[config.mk]
export PLATFORM = sky130hd
export DESIGN_NAME = out_bus_fifo_flat
export DESIGN_NICKNAME = d
export VERILOG_FILES = /design/src/rtl/out_bus_fifo_if.sv /design/src/rtl/out_bus_fifo.sv /design/src/flat_wrapper.sv
export SDC_FILE = /design/constraint.sdc
export NUM_CORES = 1
export LEC_CHECK = 0
export CORE_MARGIN = 2
export CORE_UTILIZATION = 44
export CTS_BUF_LIST = sky130_fd_sc_hd__clkbuf_4 sky130_fd_sc_hd__clkbuf_8 sky130_fd_sc_hd__clkbuf_16
export CTS_CLUSTER_SIZE = 14
export DETAILED_ROUTE_END_ITERATION = 16
export GPL_TIMING_DRIVEN = 0
export PLACE_DENSITY = 0.62
export SLEW_MARGIN = 20
export SYNTH_ARGS = -nofsm -noshare
export SYNTH_HDL_FRONTEND = slang
export SYNTH_SLANG_ARGS = --single-unit
[constraint.sdc]
create_clock -name CLK -period 3 [get_ports CLK]
set_input_delay 0.75 -clock CLK [delete_from_list [all_inputs] [get_ports CLK]]
set_output_delay 0.75 -clock CLK [all_outputs]
set_load 0.01 [all_outputs]
[src/rtl/out_bus_fifo_if.sv]
// Output-event bus plus host-side FIFO drain port for out_bus_fifo.
// The core drives out_req/out_data; the host drives rd_en/clr_ovf.
interface out_bus_fifo_if #(
  parameter int AW = 4
);
  logic          out_req;
  logic [7:0]    out_data;
  logic          out_ack;
  logic          rd_en;
  logic [7:0]    rd_data;
  logic          rd_valid;
  logic [AW:0]   fifo_level;
  logic          overflow;
  logic          clr_ovf;

  modport master (
    output out_req, out_data, rd_en, clr_ovf,
    input  out_ack, rd_data, rd_valid, fifo_level, overflow
  );

  modport slave (
    input  out_req, out_data, rd_en, clr_ovf,
    output out_ack, rd_data, rd_valid, fifo_level, overflow
  );
endinterface

[src/rtl/out_bus_fifo.sv]
// 4-phase OUT_REQ/OUT_ACK receiver feeding a first-word-fall-through byte FIFO.
// Define OUT_BUS_FIFO_DROP_ON_FULL_EN to acknowledge-and-drop when full (sticky overflow).
module out_bus_fifo #(
  parameter int DEPTH = 16,
  parameter int AW    = 4
) (
  input  logic           CLK,
  input  logic           RST,
  out_bus_fifo_if.slave  bus
);

`ifdef OUT_BUS_FIFO_DROP_ON_FULL_EN
  localparam bit DROP_ON_FULL = 1'b1;
`else
  localparam bit DROP_ON_FULL = 1'b0;
`endif

  typedef enum logic {IDLE, ACK_HI} state_t;

  state_t          state_reg, state_next;
  logic            req_meta_reg, req_s_reg;
  logic [7:0]      mem_reg [DEPTH];
  logic [AW-1:0]   wr_ptr_reg, rd_ptr_reg;
  logic [AW:0]     level_reg;
  logic            full, empty;
  logic            wr_en, pop_en, drop;

  assign full   = (level_reg == (AW+1)'(DEPTH));
  assign empty  = (level_reg == '0);
  assign pop_en = bus.rd_en && !empty;

  always_ff @(posedge CLK or negedge RST) begin
    if (!RST) begin
      req_meta_reg <= 1'b0;
      req_s_reg    <= 1'b0;
    end else begin
      req_meta_reg <= bus.out_req;
      req_s_reg    <= req_meta_reg;
    end
  end

  always_ff @(posedge CLK or negedge RST) begin
    if (!RST) state_reg <= IDLE;
    else      state_reg <= state_next;
  end

  // In lossless mode a full FIFO keeps the FSM in IDLE until a pop frees a slot.
  always_comb begin
    state_next = state_reg;
    case (state_reg)
      IDLE:    if (req_s_reg && (!full || DROP_ON_FULL)) state_next = ACK_HI;
      ACK_HI:  if (!req_s_reg) state_next = IDLE;
      default: state_next = IDLE;
    endcase
  end

  always_comb begin
    wr_en = 1'b0;
    drop  = 1'b0;
    if (state_reg == IDLE && req_s_reg) begin
      if (!full) wr_en = 1'b1;
      else       drop  = DROP_ON_FULL;
    end
  end

  assign bus.out_ack = (state_reg == ACK_HI);

  always_ff @(posedge CLK) begin
    if (wr_en) mem_reg[wr_ptr_reg] <= bus.out_data;
  end

  always_ff @(posedge CLK or negedge RST) begin
    if (!RST) begin
      wr_ptr_reg <= '0;
      rd_ptr_reg <= '0;
      level_reg  <= '0;
    end else begin
      if (wr_en)  wr_ptr_reg <= wr_ptr_reg + 1'b1;
      if (pop_en) rd_ptr_reg <= rd_ptr_reg + 1'b1;
      case ({wr_en, pop_en})
        2'b10:   level_reg <= level_reg + 1'b1;
        2'b01:   level_reg <= level_reg - 1'b1;
        default: level_reg <= level_reg;
      endcase
    end
  end

  assign bus.rd_valid   = !empty;
  assign bus.rd_data    = empty ? 8'h00 : mem_reg[rd_ptr_reg];
  assign bus.fifo_level = level_reg;

`ifdef OUT_BUS_FIFO_DROP_ON_FULL_EN
  logic ovf_reg;

  // A drop in the same cycle as a clear leaves the flag set.
  always_ff @(posedge CLK or negedge RST) begin
    if (!RST)             ovf_reg <= 1'b0;
    else if (drop)        ovf_reg <= 1'b1;
    else if (bus.clr_ovf) ovf_reg <= 1'b0;
  end

  assign bus.overflow = ovf_reg;
`else
  logic unused_inputs;
  assign unused_inputs = ^{bus.clr_ovf, drop};
  assign bus.overflow  = 1'b0;
`endif

endmodule
[src/flat_wrapper.sv]
// flat-port wrapper written by rule: the top's interface ports become plain ports
module out_bus_fifo_flat 
#(
  parameter int DEPTH = 16,
  parameter int AW    = 4
)
  (CLK, RST, bus_out_req, bus_out_data, bus_rd_en, bus_clr_ovf, bus_out_ack, bus_rd_data, bus_rd_valid, bus_fifo_level, bus_overflow);
  out_bus_fifo_if #(.AW(AW)) bus_i ();
  input  logic CLK;
  input  logic RST;
  input wire logic [$bits(bus_i.out_req)-1:0] bus_out_req;
  input wire logic [$bits(bus_i.out_data)-1:0] bus_out_data;
  input wire logic [$bits(bus_i.rd_en)-1:0] bus_rd_en;
  input wire logic [$bits(bus_i.clr_ovf)-1:0] bus_clr_ovf;
  output wire logic [$bits(bus_i.out_ack)-1:0] bus_out_ack;
  output wire logic [$bits(bus_i.rd_data)-1:0] bus_rd_data;
  output wire logic [$bits(bus_i.rd_valid)-1:0] bus_rd_valid;
  output wire logic [$bits(bus_i.fifo_level)-1:0] bus_fifo_level;
  output wire logic [$bits(bus_i.overflow)-1:0] bus_overflow;
  assign bus_i.out_req = bus_out_req;
  assign bus_i.out_data = bus_out_data;
  assign bus_i.rd_en = bus_rd_en;
  assign bus_i.clr_ovf = bus_clr_ovf;
  assign bus_out_ack = bus_i.out_ack;
  assign bus_rd_data = bus_i.rd_data;
  assign bus_rd_valid = bus_i.rd_valid;
  assign bus_fifo_level = bus_i.fifo_level;
  assign bus_overflow = bus_i.overflow;
  out_bus_fifo #(.DEPTH(DEPTH), .AW(AW)) u_core (.CLK(CLK), .RST(RST), .bus(bus_i));
endmodule
# After elaboration in Yosys (flattened, before gate mapping)
# Memories as Yosys holds them, arrays and structs flattened.
# Cells that the tools add are included.
# word_totals
reg_bits,16
ramBits,128
inputBits,13
output_inout_bits,16
word_cells,31
memories,1
# op_classes
n_addsub,4
eq_ne,3
n_mux,9
bitwise,1
n_reduce_logical,7
# mem_list
memory,words,width,read_ports,rd_ports_with_merged_regs,write_ports,line_no,source
u_core.mem_reg,16,8,1,0,1,out_bus_fifo.sv:22,logic [7:0] mem_reg [DEPTH];
# ops
operator,n
case mux 5 bit (2 select lines),1
"adder 4 x 1 -> 4 bit, second input constant",2
two-way mux 8 bit,1
two-way mux 1 bit,6
"adder 5 x 1 -> 5 bit, second input constant",1
"equality test 5 bit, second input constant",1
logical NOT 5 bit,1
"subtractor 5 x 1 -> 5 bit, second input constant",1
logical AND 1 bit,3
"equality test 2 x 1 -> 1 bit, second input constant",1
"equality test 2 bit, second input constant",1
logical NOT 1 bit,2
case mux 1 bit (2 select lines),1
nonzero test 2 bit,1
NOT 1 bit,1

# Depth between registers and ports, before layout
# Gate-level depths: netlist of run 1.
# depth
ltp_word,5
ltp_mapped,11
ltp_nobuf,10

# Worst setup path after synthesis of run 1
# No wires, ideal clock.
# synth_timing
path_type,flip-flop to flip-flop
start,register u_core.level_reg[1] (netlist: u_core.bus.fifo_level[1])
end,register u_core.level_reg[2] (netlist: u_core.bus.fifo_level[2])
setup_ns,0.135
arrival_ns,2.258
required_time_ns,2.865
path_slack_ns,0.607
stages_incl_launch_ff,11
n_path_buf,1
period_less_slack_ns,2.393
path_cell_list,dfrtp_1 nor4_4 a21boi_2 ha_1 buf_2 xor2_1 ha_1 a21oi_1 xor2_1 nor2_1 xor2_1
# synth_via
elab_chain_cells,5
elab_cells_between_ends,12
classes_between,add/sub: 2; eq/ne: 3; mux: 3; reduce/logical: 4
# synth_lines
element,line_no,source
start: declaration,out_bus_fifo.sv:24,logic [AW:0] level_reg;
start signal: assignment,out_bus_fifo.sv:81,2'b10: level_reg <= level_reg + 1'b1;
start signal: assignment,out_bus_fifo.sv:82,2'b01: level_reg <= level_reg - 1'b1;
start signal: assignment,out_bus_fifo.sv:83,default: level_reg <= level_reg;
logical NOT 5 bit (*),out_bus_fifo.sv:29,assign empty = (level_reg == '0);
logical NOT 1 bit (*),out_bus_fifo.sv:30,assign pop_en = bus.rd_en && !empty;
logical AND 1 bit (*),out_bus_fifo.sv:30,
named net u_core.pop_en,out_bus_fifo.sv:26,"logic wr_en, pop_en, drop;"
equality test 2 x 1 -> 1 bit / equality test 2 bit (equally long branches),out_bus_fifo.sv:80,"case ({wr_en, pop_en})"
case mux 5 bit (2 select lines) / nonzero test 2 bit (equally long branches),n/a,
# The timed path passes the listed nets; every way through them passes the cells marked *.
# A chain may end at the register's enable or synchronous reset.

# Final worst setup path of run 1
# layout_timing
start,register u_core.rd_ptr_reg[1]
end,output bus_rd_data[6]
# layout_via
elab_chain_cells,2
# layout_lines
element,line_no,source
start: declaration,out_bus_fifo.sv:23,"logic [AW-1:0] wr_ptr_reg, rd_ptr_reg;"
start signal: assignment,out_bus_fifo.sv:79,if (pop_en) rd_ptr_reg <= rd_ptr_reg + 1'b1;
memory (16 x 8 bit),n/a,
two-way mux 8 bit,out_bus_fifo.sv:89,assign bus.rd_data = empty ? 8'h00 : mem_reg[rd_ptr_reg];
end: declaration,flat_wrapper.sv:16,output wire logic [$bits(bus_i.rd_data)-1:0] bus_rd_data;
# No other way between the ends.

==> metrics.md, run 1 <==
| Metric | Value |
|---|---|
| Status | finished, violations left |
| Failing checks | negative setup slack |
| Met3 Resource Use GR | 4.670% |
| Die Ht | 120.3 um |
| Initial DRC Count | 170 |
| GRT busiest layer | met2 |
| Vias per std cell | 5.450 |
| Ys flop type | edfxtp_1 |
| Critical-path maximum fanout | 6 |
| Synth cell types | 37 |
| CTS Hold Bufs | 0 |
| Rows | 42 |
| Worst vdd ir | 0.5526 mV |
| Clock latency on the worst-skew pair | ~420 ps |
| Maxcap violations | 0 |
| Setup Viol. Count Final | 1 |
| DRT antenna net count | 0 |
| Final WS setup | -6.684 ps |
| Fin. max-slew vios | 0 |
| EDFF count, synth | 128 |
| CTS tree | built |
| Total CTS buffers | 17 |
| Die W | between 100 and 150 um |
| IO Count | 29 |
| Initial antenna violation count | 0 |
| # diodes | 0 |
| Reg2Reg Depth | 12 |
| Pwr dens | 993.1 mW/mm2 |
| Async SR Flop Fraction | ~11% |
| Global-route wire length before repair | 17.91 mm |
| Worst Path Arrival | ~2300 ps |
| Clock Path Buffers | 2 |
| Most common cell after layout, fill and taps aside | edfxtp_1 |
| Reg clk slew, reported paths | 60 ps |
| #FFs+latches synth | 144 |
| Final nets | 374 |
| Met2 Use GR | between 20% and 30% |
| Number of clock sinks | ~140 |
| Non-filler cells, final | roughly 540 |
| Clock Skew | roughly 12 ps |
| Grt total ovfl | 0 |
| Reg-to-reg endpoint | u_core.bus.fifo_level[4] |
| Fill cells | 1047 |
| Worst-margin pin slew | between 900 and 1000 ps |
| Area grow syn2layout | 22.30% |
| CTS H-tree depth | 4 |
| Mapped Cells | 294 |
| End of the worst hold path | u_core.req_s_reg |
| Area of the die | 0.01446 mm2 |
| CP required | between 2000 and 2500 ps |
| Pin count of the biggest net entering global routing | 17 |
| Hold path startpoint | u_core.req_meta_reg |
| # port buffers | 26 |
| R2R setup slack | 370 ps |
| Detailed Place HPWL | 7.077 mm |
| Ratio of cells with drive above 1 in the final layout | 27.87% |
| Critical Path End Type | primary output |
| Crit start category | flip-flop |
| Sequential-to-total area share from yosys stat | 71.35% |
| Drt drc | 0 |
| Final hold violation count | 0 |
| DP Cell Count | between 400 and 500 |
| GRT Overall Usage | 17.61% |
| HP Class | reg2reg |
| Final min period | ~3000 ps |
| Number of global-route vias before repair | 3031 |
| Post-Synthesis Cell Area | 0.005948 mm2 |
| Fin crit share | 100.2% |
| Avg Synthesized Cell Area | 20.23 um2 |
| CP Class | reg2out |
| Leak pwr | 0.002533 uW |
| Yosys warning count | 0 |
| Commonest cells after routing, fill and taps aside | 128 x edfxtp_1, 22 x mux4_2, 18 x clkbuf_16, 18 x clkdlybuf4s50_1, 16 x dfrtp_1 |
| Slew margin rel. | 37.89% |
| Wire length per cell | around 22 um |
| Placer Congestion | 0.7354 |
| DR pass1 iterations | 4 |
| Core Footprint | 0.01324 mm2 |
| Initial Util | 44.92% |
| Fin util | 54.93% |
| Max FFs per register | 128 |
| Reg2reg start | u_core.bus.fifo_level[2] |
| Met1 usage | 23.38% |
| Synth Net Count | between 300 and 400 |
| Final wirelength | 11.87 mm |
| Fmax | 332.6 MHz |
| Via count | 2954 |
| CTS Root Cell | clkbuf_16 |
| Hold Path Depth | 0 |
-- power breakdown --
group	leakage [uW]	internal (uW)	switching, uW	total (uW)
clock network	0.000295	1400	797	2200
logic	0.000896	1330	1150	2470
registers	0.00134	2380	178	2550
-- final cells by class --
class                           count  area [um2]  area share (%)
Buffer                             12       130.1           1.789
Timing Repair Buffer               41       420.4           5.779
Inverter                            9       33.78          0.4644
Clock inverter                     14       187.7           2.580
Sequential cell                   144        4244           58.34
Multi-Input combinational cell    128        1605           22.07
Clock buffer                       18       432.9           5.951
Tap cell                          176       220.2           3.027
-- metal layers --
layer / vias up / part of all wire [%]
li1: 1306 / -
met1: 1553 / 43
met2: 83 / 51
met3: 12 / 5.4
met4: 0 / 1.3
met5: - / 0
-- kinds of logic (layout without fill, tap and decap cells) --
kind of cell	Yosys count	in the layout	synth area share, %
compound gates	20	20	2.293
xor+xnor	13	13	1.914
fa+ha+maj	8	8	1.683
buf+inv	22	94	2.145
flops	144	144	71.35
mux	50	50	16.58
other cells	1	1	0.06304
simple gates	36	36	3.976
-- cells in the mapped netlist (2+ instances only) --
master	n	area share [%]
mux4_2	11	4.2
edfxtp_1	128	65
nand2_1	6	0.38
o21ai_0	3	0.25
buf_2	6	0.50
xnor2_1	7	1.0
dfrtp_1	16	6.7
buf_4	2	0.25
and3b_1	3	0.44
nand2b_1	2	0.21
xor2_1	6	0.88
mux2i_1	16	2.7
ha_1	8	1.7
a21oi_1	4	0.34
buf_6	4	0.76
inv_1	9	0.57
o22ai_1	8	0.84
nand4_1	2	0.21
and2_1	11	1.2
nor2_1	5	0.32
mux4_1	21	9.3
-- metrics by stage --
| stage | total power, uW | setup TNS, ps | instance area [um2] | setup WS, ps | hold slack (ps) |
|---|---|---|---|---|---|
| after floorplan | 3872 | 0 | 5948 | 606.9 | 331.2 |
| after global placement | 4592 | -37.49 | 6429 | -24.70 | 336.2 |
| after detailed placement | 4630 | -10.64 | 6429 | -10.64 | 338.9 |
| after CTS | 7084 | -3.802 | 7182 | -3.802 | 351.5 |
| after global routing | 7550 | -127.8 | 7274 | -80.62 | 367.7 |
| final | 7224 | -6.684 | 7274 | -6.684 | 350.7 |
-- worst max-delay path by stage --
stage	startpoint	endpoint	slack, ps	depth (start not counted)
after floorplan	u_core.bus.fifo_level[1]	u_core.bus.fifo_level[2]	610	10
after global placement	u_core.rd_ptr_reg[2]	bus_rd_data[2]	-20	6
after detailed placement	u_core.rd_ptr_reg[2]	bus_rd_data[2]	-10	6
after CTS	u_core.rd_ptr_reg[1]	bus_rd_data[2]	-4	7
after global routing	u_core.rd_ptr_reg[1]	bus_rd_data[6]	-80	7
final	u_core.rd_ptr_reg[1]	bus_rd_data[6]	-7	7
-- worst max-delay path, cell delays in order, from the launching register on --
cell and delay, ps:
dfrtp_1 380, buf_8 160, buf_4 120, buf_4 100, mux4_1 560, mux2i_1 210
o22ai_2 140, buf_2 160
-- what timing repair did --
item                                   4_1_cts  5_1_grt
pin swaps                                    5        0
gates cloned                                 1        1
endpoints found under the hold margin        0        0
setup buffers                               11        2
gates resized for setup                     54       13
setup endpoints to repair                    8        7
(Power assumes the default switching activity.)
==> run 2: changes to the inputs <==
- CTS_BUF_LIST: sky130_fd_sc_hd__clkbuf_4 sky130_fd_sc_hd__clkbuf_8 sky130_fd_sc_hd__clkbuf_16 -> sky130_fd_sc_hd__clkbuf_8
- GPL_ROUTABILITY_DRIVEN: unset -> 0
- REMOVE_ABC_BUFFERS: unset -> 1
==> run 2 against run 1 <==
Effect of this change: the flow now finishes without violations; core utilization shrank 3.2 points; setup slack gained 39 ps; sequential power grew 4%; register-to-register slack gained 100 ps; maximum frequency grew 1.3%; flip-flop and latch count is the same; routed wire length shrank 6.1%; via count shrank 6.8%; total power shrank 16%; combinational power shrank 12%; global-route usage shrank 0.85 points; die area is the same.
==> metrics.md, run 2 (synthesized netlist as in run 1, its figures left out) <==
| Metric | Value |
|---|---|
| Status | completed |
| HP Class | reg2reg |
| Initial antenna violation count | 0 (unchanged) |
| Number of clock sinks | 144 (unchanged) |
| Pre-CTS WS | -206.4 ps (-195.8 ps) |
| Critical path's most frequent cell | buf_12 |
| Leak pwr | 0.002354 uW (-7.0%) |
| Met2 Wirelength | 5.589 mm (-6.8%) |
| Maxcap violations | 0 (unchanged) |
| Final WS setup | 32.02 ps (+38.71 ps) |
| Detailed Place HPWL | 6.438 mm (-9.0%) |
| # port buffers | 26 (unchanged) |
| Setup Viol. Count Final | 0 (-1) |
| M1 WL | 4.994 mm (-1.7%) |
| Die Ht | 120.3 um (unchanged) |
| Fin. max-slew vios | 0 (unchanged) |
| Most common cell after layout, fill and taps aside | edfxtp_1 |
| DRT antenna net count | 0 (unchanged) |
| Final min period | 2968 ps (-38.71 ps) |
| Final hold slack | 358.6 ps (+7.859 ps) |
| CTS tree | built |
| CTS Root Cell | clkbuf_8 |
| Fin crit share | 98.93% (-1.3 points) |
| Top delay family on crit path | multiplexers |
| Initial DRC Count | 217 (+28%) |
| Vias per std cell | 5.216 (-4.3%) |
| DR pass1 iterations | 4 (unchanged) |
| Critical path's slowest cell | dfrtp_4 |
| Die W | 120.3 um (unchanged) |
| Routed length on met3 | 463 um (-28%) |
| Pwr dens | 885.8 mW/mm2 (-11%) |
| Number of global-route vias before repair | 2894 (-4.5%) |
| Critical Path End Type | primary output |
| Global-route wire length before repair | 17.04 mm (-4.9%) |
| Max Used Layer | met4 |
| Drt drc | 0 (unchanged) |
| Pin count of the biggest net entering global routing | 26 (+9) |
| Core Footprint | 0.01324 mm2 (unchanged) |
| Final hold violation count | 0 (unchanged) |
| Grt total ovfl | 0 (unchanged) |
| CP required | 2250 ps (about the same) |
| Slowest stage delay, CP | 490 ps (-70 ps) |
| DP Cell Count | 485 (-2.2%) |
| Critical-path maximum fanout | 5 (-1) |
| Clock Skew | 9.470 ps (-2.226 ps) |
| Fin util | 51.70% (-3.2 points) |
| Clock Path Buffers | 2 (unchanged) |
| Fill cells | 1104 (+5.4%) |
| Final nets | 360 (-3.7%) |
| GRT Overall Usage | 16.76% (-0.85 points) |
| Worst vdd ir | 0.3961 mV (-28%) |
| Commonest cells after routing, fill and taps aside | 128 x edfxtp_1, 26 x mux4_2, 20 x clkbuf_8 |
| # diodes | 0 (unchanged) |
| Fmax | 336.9 MHz (+1.3%) |
| Rows | 42 (unchanged) |
| CTS H-tree depth | 4 (unchanged) |
| Via count | 2754 (-6.8%) |
| Slew margin rel. | 37.27% (-0.62 points) |
| Initial Util | 44.92% (unchanged) |
| Worst Path Arrival | 2220 ps (-40 ps) |
| Area grow syn2layout | 15.10% |
| Total CTS buffers | 17 (unchanged) |
| R2R setup slack | 470 ps (+100 ps) |
| Crit start category | flip-flop |
| Wire length per cell | 21.13 um (-3.6%) |
| Final wirelength | 11.15 mm (-6.1%) |
| CTS Hold Bufs | 0 (unchanged) |
| Worst-margin pin slew | 937.5 ps (+9.318 ps) |
| CP bufs+invs | 4 (unchanged) |
| Area of the die | 0.01446 mm2 (unchanged) |
| Ratio of cells with drive above 1 in the final layout | 25.85% (-2.0 points) |
| IO Count | 29 (unchanged) |
| CP Class | reg2out |
| Clock latency on the worst-skew pair | 440 ps (+20 ps) |
| Non-filler cells, final | 528 (-2.6%) |
| Reg clk slew, reported paths | 70 ps (about the same) |
| Max FFs per register | 128 (unchanged) |
| Critical Path, Cell by Cell | buf_12, buf_12, buf_6, mux4_2, mux2i_4, o22ai_2, buf_2 |
| RSZ-0062 raised after global routing | yes |
[run 2: changes by cell type in the layout (fill, tap and decap cells not counted), moves of 3 or more]
| cell | change |
|---|---|
| clkbuf_8 | +20 |
| clkinvlp_4 | -3 |
| mux4_1 | -4 |
| clkinv_1 | -3 |
| inv_1 | +10 |
| buf_4 | -13 |
| bufinv_16 | -4 |
| mux4_2 | +4 |
| dfrtp_1 | -3 |
| buf_6 | +4 |
| clkbuf_16 | -17 |
[run 2: final timing paths]
kind	from	end	cells after the start
max	u_core.rd_ptr_reg[1]	bus_rd_data[2]	7
min	u_core.req_meta_reg	u_core.req_s_reg	0
max reg2reg	u_core.bus.fifo_level[2]	u_core.bus.fifo_level[4]	11
min reg2reg	u_core.req_meta_reg	u_core.req_s_reg	0
max in group asynchronous	RST	u_core.rd_ptr_reg[1]	1
min in group asynchronous	RST	u_core.wr_ptr_reg[0]	1
[run 2: cell type report]
cell class                 count  area (um2)  share of cell area (%)
sequential                   144        4250                   62.08
timing repair buffer          39       432.9                   6.323
inverter                       9       33.78                  0.4934
tap                          176       220.2                   3.216
clock buffer                  20       275.3                   4.020
multi-input combinational    128        1587                   23.17
clock inverter                12       47.55                  0.6944
[run 2: per-layer routing]
| metal | vias up | global-route usage, % |
|---|---|---|
| met1 | 1412 | 22.19 |
| met4 | 0 | 6.105 |
| met3 | 9 | 5.142 |
| li1 | 1259 | - |
| met5 | - | 0 |
| met2 | 74 | 26.42 |
[run 2: power breakdown]
group,internal [uW],switching [uW]
combinational,1200,969
sequential,2380,269
clock,604,645
total,4180,1880
[run 2: through the flow]
step	instance area [um2]	setup TNS [ps]	total power, uW
finish	6847	0	6065
CTS	6859	-37.41	6097
global route	6847	-117.7	6389
detailed placement	6379	-881.5	4518
global placement	6335	-8547	4459
floorplan	5854	0	3772
[run 2: timing repair]
action,4_1_cts,5_1_grt
setup endpoints to repair,8,8
gates cloned,2,1
buffers inserted,9,0
pin swaps,6,4
gates resized for setup,61,6
==> run 3: changes to the inputs <==
- CORE_UTILIZATION: 44 -> 29
- PLACE_DENSITY: 0.62 -> 0.45
- REMOVE_ABC_BUFFERS: 1 -> unset
==> run 3 against run 2 <==
Effect of this change: the run now ends with negative setup slack left; count of clock-buffer cells in the layout down 3; final cell count up 20%; via count up 5.3%; register-to-register slack worse by 70 ps; critical path depth unchanged; largest power group is now combinational logic; highest routed layer unchanged.
==> metrics.md, run 3 (synthesized netlist as in run 1, its figures left out) <==
| Metric | Value |
|---|---|
| Critical path's slowest cell | mux4_2 |
| CTS tree | built |
| Final hold violation count | 0 (unchanged) |
| Rows | 52 (+24%) |
| DR pass1 iterations | 7 (+3) |
| Global-route wire length before repair | 19.75 mm (+16%) |
| Number of global-route vias before repair | 3152 (+8.9%) |
| Leak pwr | 0.002413 uW (+2.5%) |
| CP Class | reg2out |
| Clock latency on the worst-skew pair | 450 ps (about the same) |
| Area grow syn2layout | 20.66% |
| Initial DRC Count | 208 (-4.1%) |
| Critical path's most frequent cell | buf_12 |
| Final nets | 373 (+3.6%) |
| Max FFs per register | 128 (unchanged) |
| Critical Path End Type | primary output |
| Hold path startpoint | u_core.req_meta_reg |
| Grt total ovfl | 0 (unchanged) |
| CTS Root Cell | clkbuf_8 |
| Power Total | 6672 uW (+10%) |
| Ratio of cells with drive above 1 in the final layout | 30.14% (+4.3 points) |
| Reg2Reg Depth | 12 (+1) |
| # diodes | 0 (unchanged) |
| Fin crit share | 100.1% (+1.2 points) |
| Worst vdd ir | 0.3526 mV (-11%) |
| Reg-to-reg endpoint | u_core.bus.fifo_level[4] |
| Register Area | 0.004244 mm2 (-0.15%) |
| Vias per std cell | 4.565 (-12%) |
| Initial antenna violation count | 0 (unchanged) |
| # port buffers | 26 (unchanged) |
| Via count | 2899 (+5.3%) |
| Failing checks | negative setup slack |
| Status | finished, violations left |
| IO Count | 29 (unchanged) |
| Fill cells | 1952 (+77%) |
| Hold Path Depth | 0 (unchanged) |
| Fin. max-slew vios | 0 (unchanged) |
| Commonest cells after routing, fill and taps aside | 128 x edfxtp_1, 26 x mux4_2, 18 x clkdlybuf4s50_1 |
| Final wirelength | 13.03 mm (+17%) |
| DP Cell Count | 590 (+22%) |
| Pin count of the biggest net entering global routing | 17 (-35%) |
| HP Class | reg2reg |
| GRT Overall Usage | 12.71% (-4.1 points) |
| Placement Cell Area | 0.006546 mm2 (+2.6%) |
| Final WS setup | -2.482 ps (-34.51 ps) |
| Pwr dens | 929.7 mW/mm2 (+5.0%) |
| Slowest stage delay, CP | 500 ps (about the same) |
| Pre-CTS WS | -113.8 ps (+92.67 ps) |
| Crit start category | flip-flop |
| Worst Path Arrival | 2250 ps (+30 ps) |
| Most common cell after layout, fill and taps aside | edfxtp_1 |
| Wire length per cell | 20.51 um (-2.9%) |
| DRT antenna net count | 0 (unchanged) |
| Die W | 147.2 um (+22%) |
| Initial Util | 29.49% (-15 points) |
| Fmax | 333.1 MHz (-1.1%) |
| RSZ-0062 raised after global routing | yes |
| End of the worst hold path | u_core.req_s_reg |
| Reg2reg start | u_core.bus.fifo_level[2] |
| Final min period | 3002 ps (+34.51 ps) |
| CP required | 2250 ps (about the same) |
| Reg clk slew, reported paths | 80 ps (about the same) |
| Area of the die | 0.02167 mm2 (+50%) |
| Worst-margin pin slew | 914.7 ps (-22.87 ps) |
| Detailed Place HPWL | 7.943 mm (+23%) |
| Final hold slack | 357.1 ps (-1.474 ps) |
| Drt drc | 0 (unchanged) |
| Total CTS buffers | 17 (unchanged) |
| Multi-input gate area | 0.001627 mm2 (+2.5%) |
| CTS H-tree depth | 4 (unchanged) |
| Critical Path, Cell by Cell | buf_6, buf_12, buf_12, mux4_2, mux2i_2, o22ai_2, buf_2 |
| Final instance area | 0.007177 mm2 (+4.8%) |
| R2R setup slack | 400 ps (-70 ps) |
| Core Footprint | 0.02017 mm2 (+52%) |
| Maxcap violations | 0 (unchanged) |
| Clock Skew | 12.37 ps (+2.896 ps) |
| CTS Hold Bufs | 0 (unchanged) |
| Number of clock sinks | 144 (unchanged) |
| Die Ht | 147.2 um (+22%) |
| Critical-path maximum fanout | 8 (+3) |
| Non-filler cells, final | 635 (+20%) |
| Clock Path Buffers | 2 (unchanged) |
| Slew margin rel. | 38.80% (+1.5 points) |
| Setup Viol. Count Final | 2 (+2) |
run 3: stage by stage:
step,setup TNS [ps],utilization [%]
after floorplan,0,-
after global placement,-521.9,32.46
after detailed placement,-509.9,32.46
after CTS,-278.3,35.27
after global routing,-594.7,35.58
final,-2.843,35.58
run 3: worst max-delay path by stage:
stage / from / endpoint / slack, ps / cells after the start
finish: u_core.rd_ptr_reg[1] / bus_rd_data[5] / -2 / 7
global route: u_core.rd_ptr_reg[1] / bus_rd_data[5] / -110 / 7
CTS: u_core.rd_ptr_reg[1] / bus_rd_data[5] / -60 / 6
detailed placement: u_core.rd_ptr_reg[2] / bus_rd_data[2] / -110 / 6
global placement: u_core.rd_ptr_reg[2] / bus_rd_data[3] / -110 / 6
floorplan: u_core.bus.fifo_level[1] / u_core.bus.fifo_level[2] / 610 / 10
run 3: per-layer routing:
layer,vias to the layer above,global-route usage [%],part of all wire [%]
met5,-,0,0
met4,0,4.760,1.6
met3,17,2.795,2.9
met2,50,20.30,50
met1,1538,17.10,46
li1,1294,-,-
run 3: report_power, final:
group	internal (uW)	total, uW	leakage, uW	switching (uW)
Clock	816	1570	0.000200	754
Sequential	2370	2540	0.00134	173
Combinational	1350	2560	0.000870	1200
Total	4540	6670	0.00241	2130
run 3: final cells by class:
class                      count  share of cell area, %
clock inverter                15                  2.336
buffer                        12                  1.796
sequential                   144                  59.14
multi-input combinational    128                  22.66
tap                          270                  4.707
clock buffer                  17                  3.260
timing repair buffer          40                  5.631
inverter                       9                 0.4707
run 3: repair_timing:
item | CTS | global route
setup buffers | 8 | 4
pin swaps | 3 | 5
cloned | 1 | 1
resized for setup | 63 | 16
setup endpoints to repair | 8 | 8
run 3: critical path, delay by kind of cell, from the launching register on:
kind	cells	cell delay, ps
flops	1	370
buf+inv	4	600
mux	2	700
compound gates	1	120
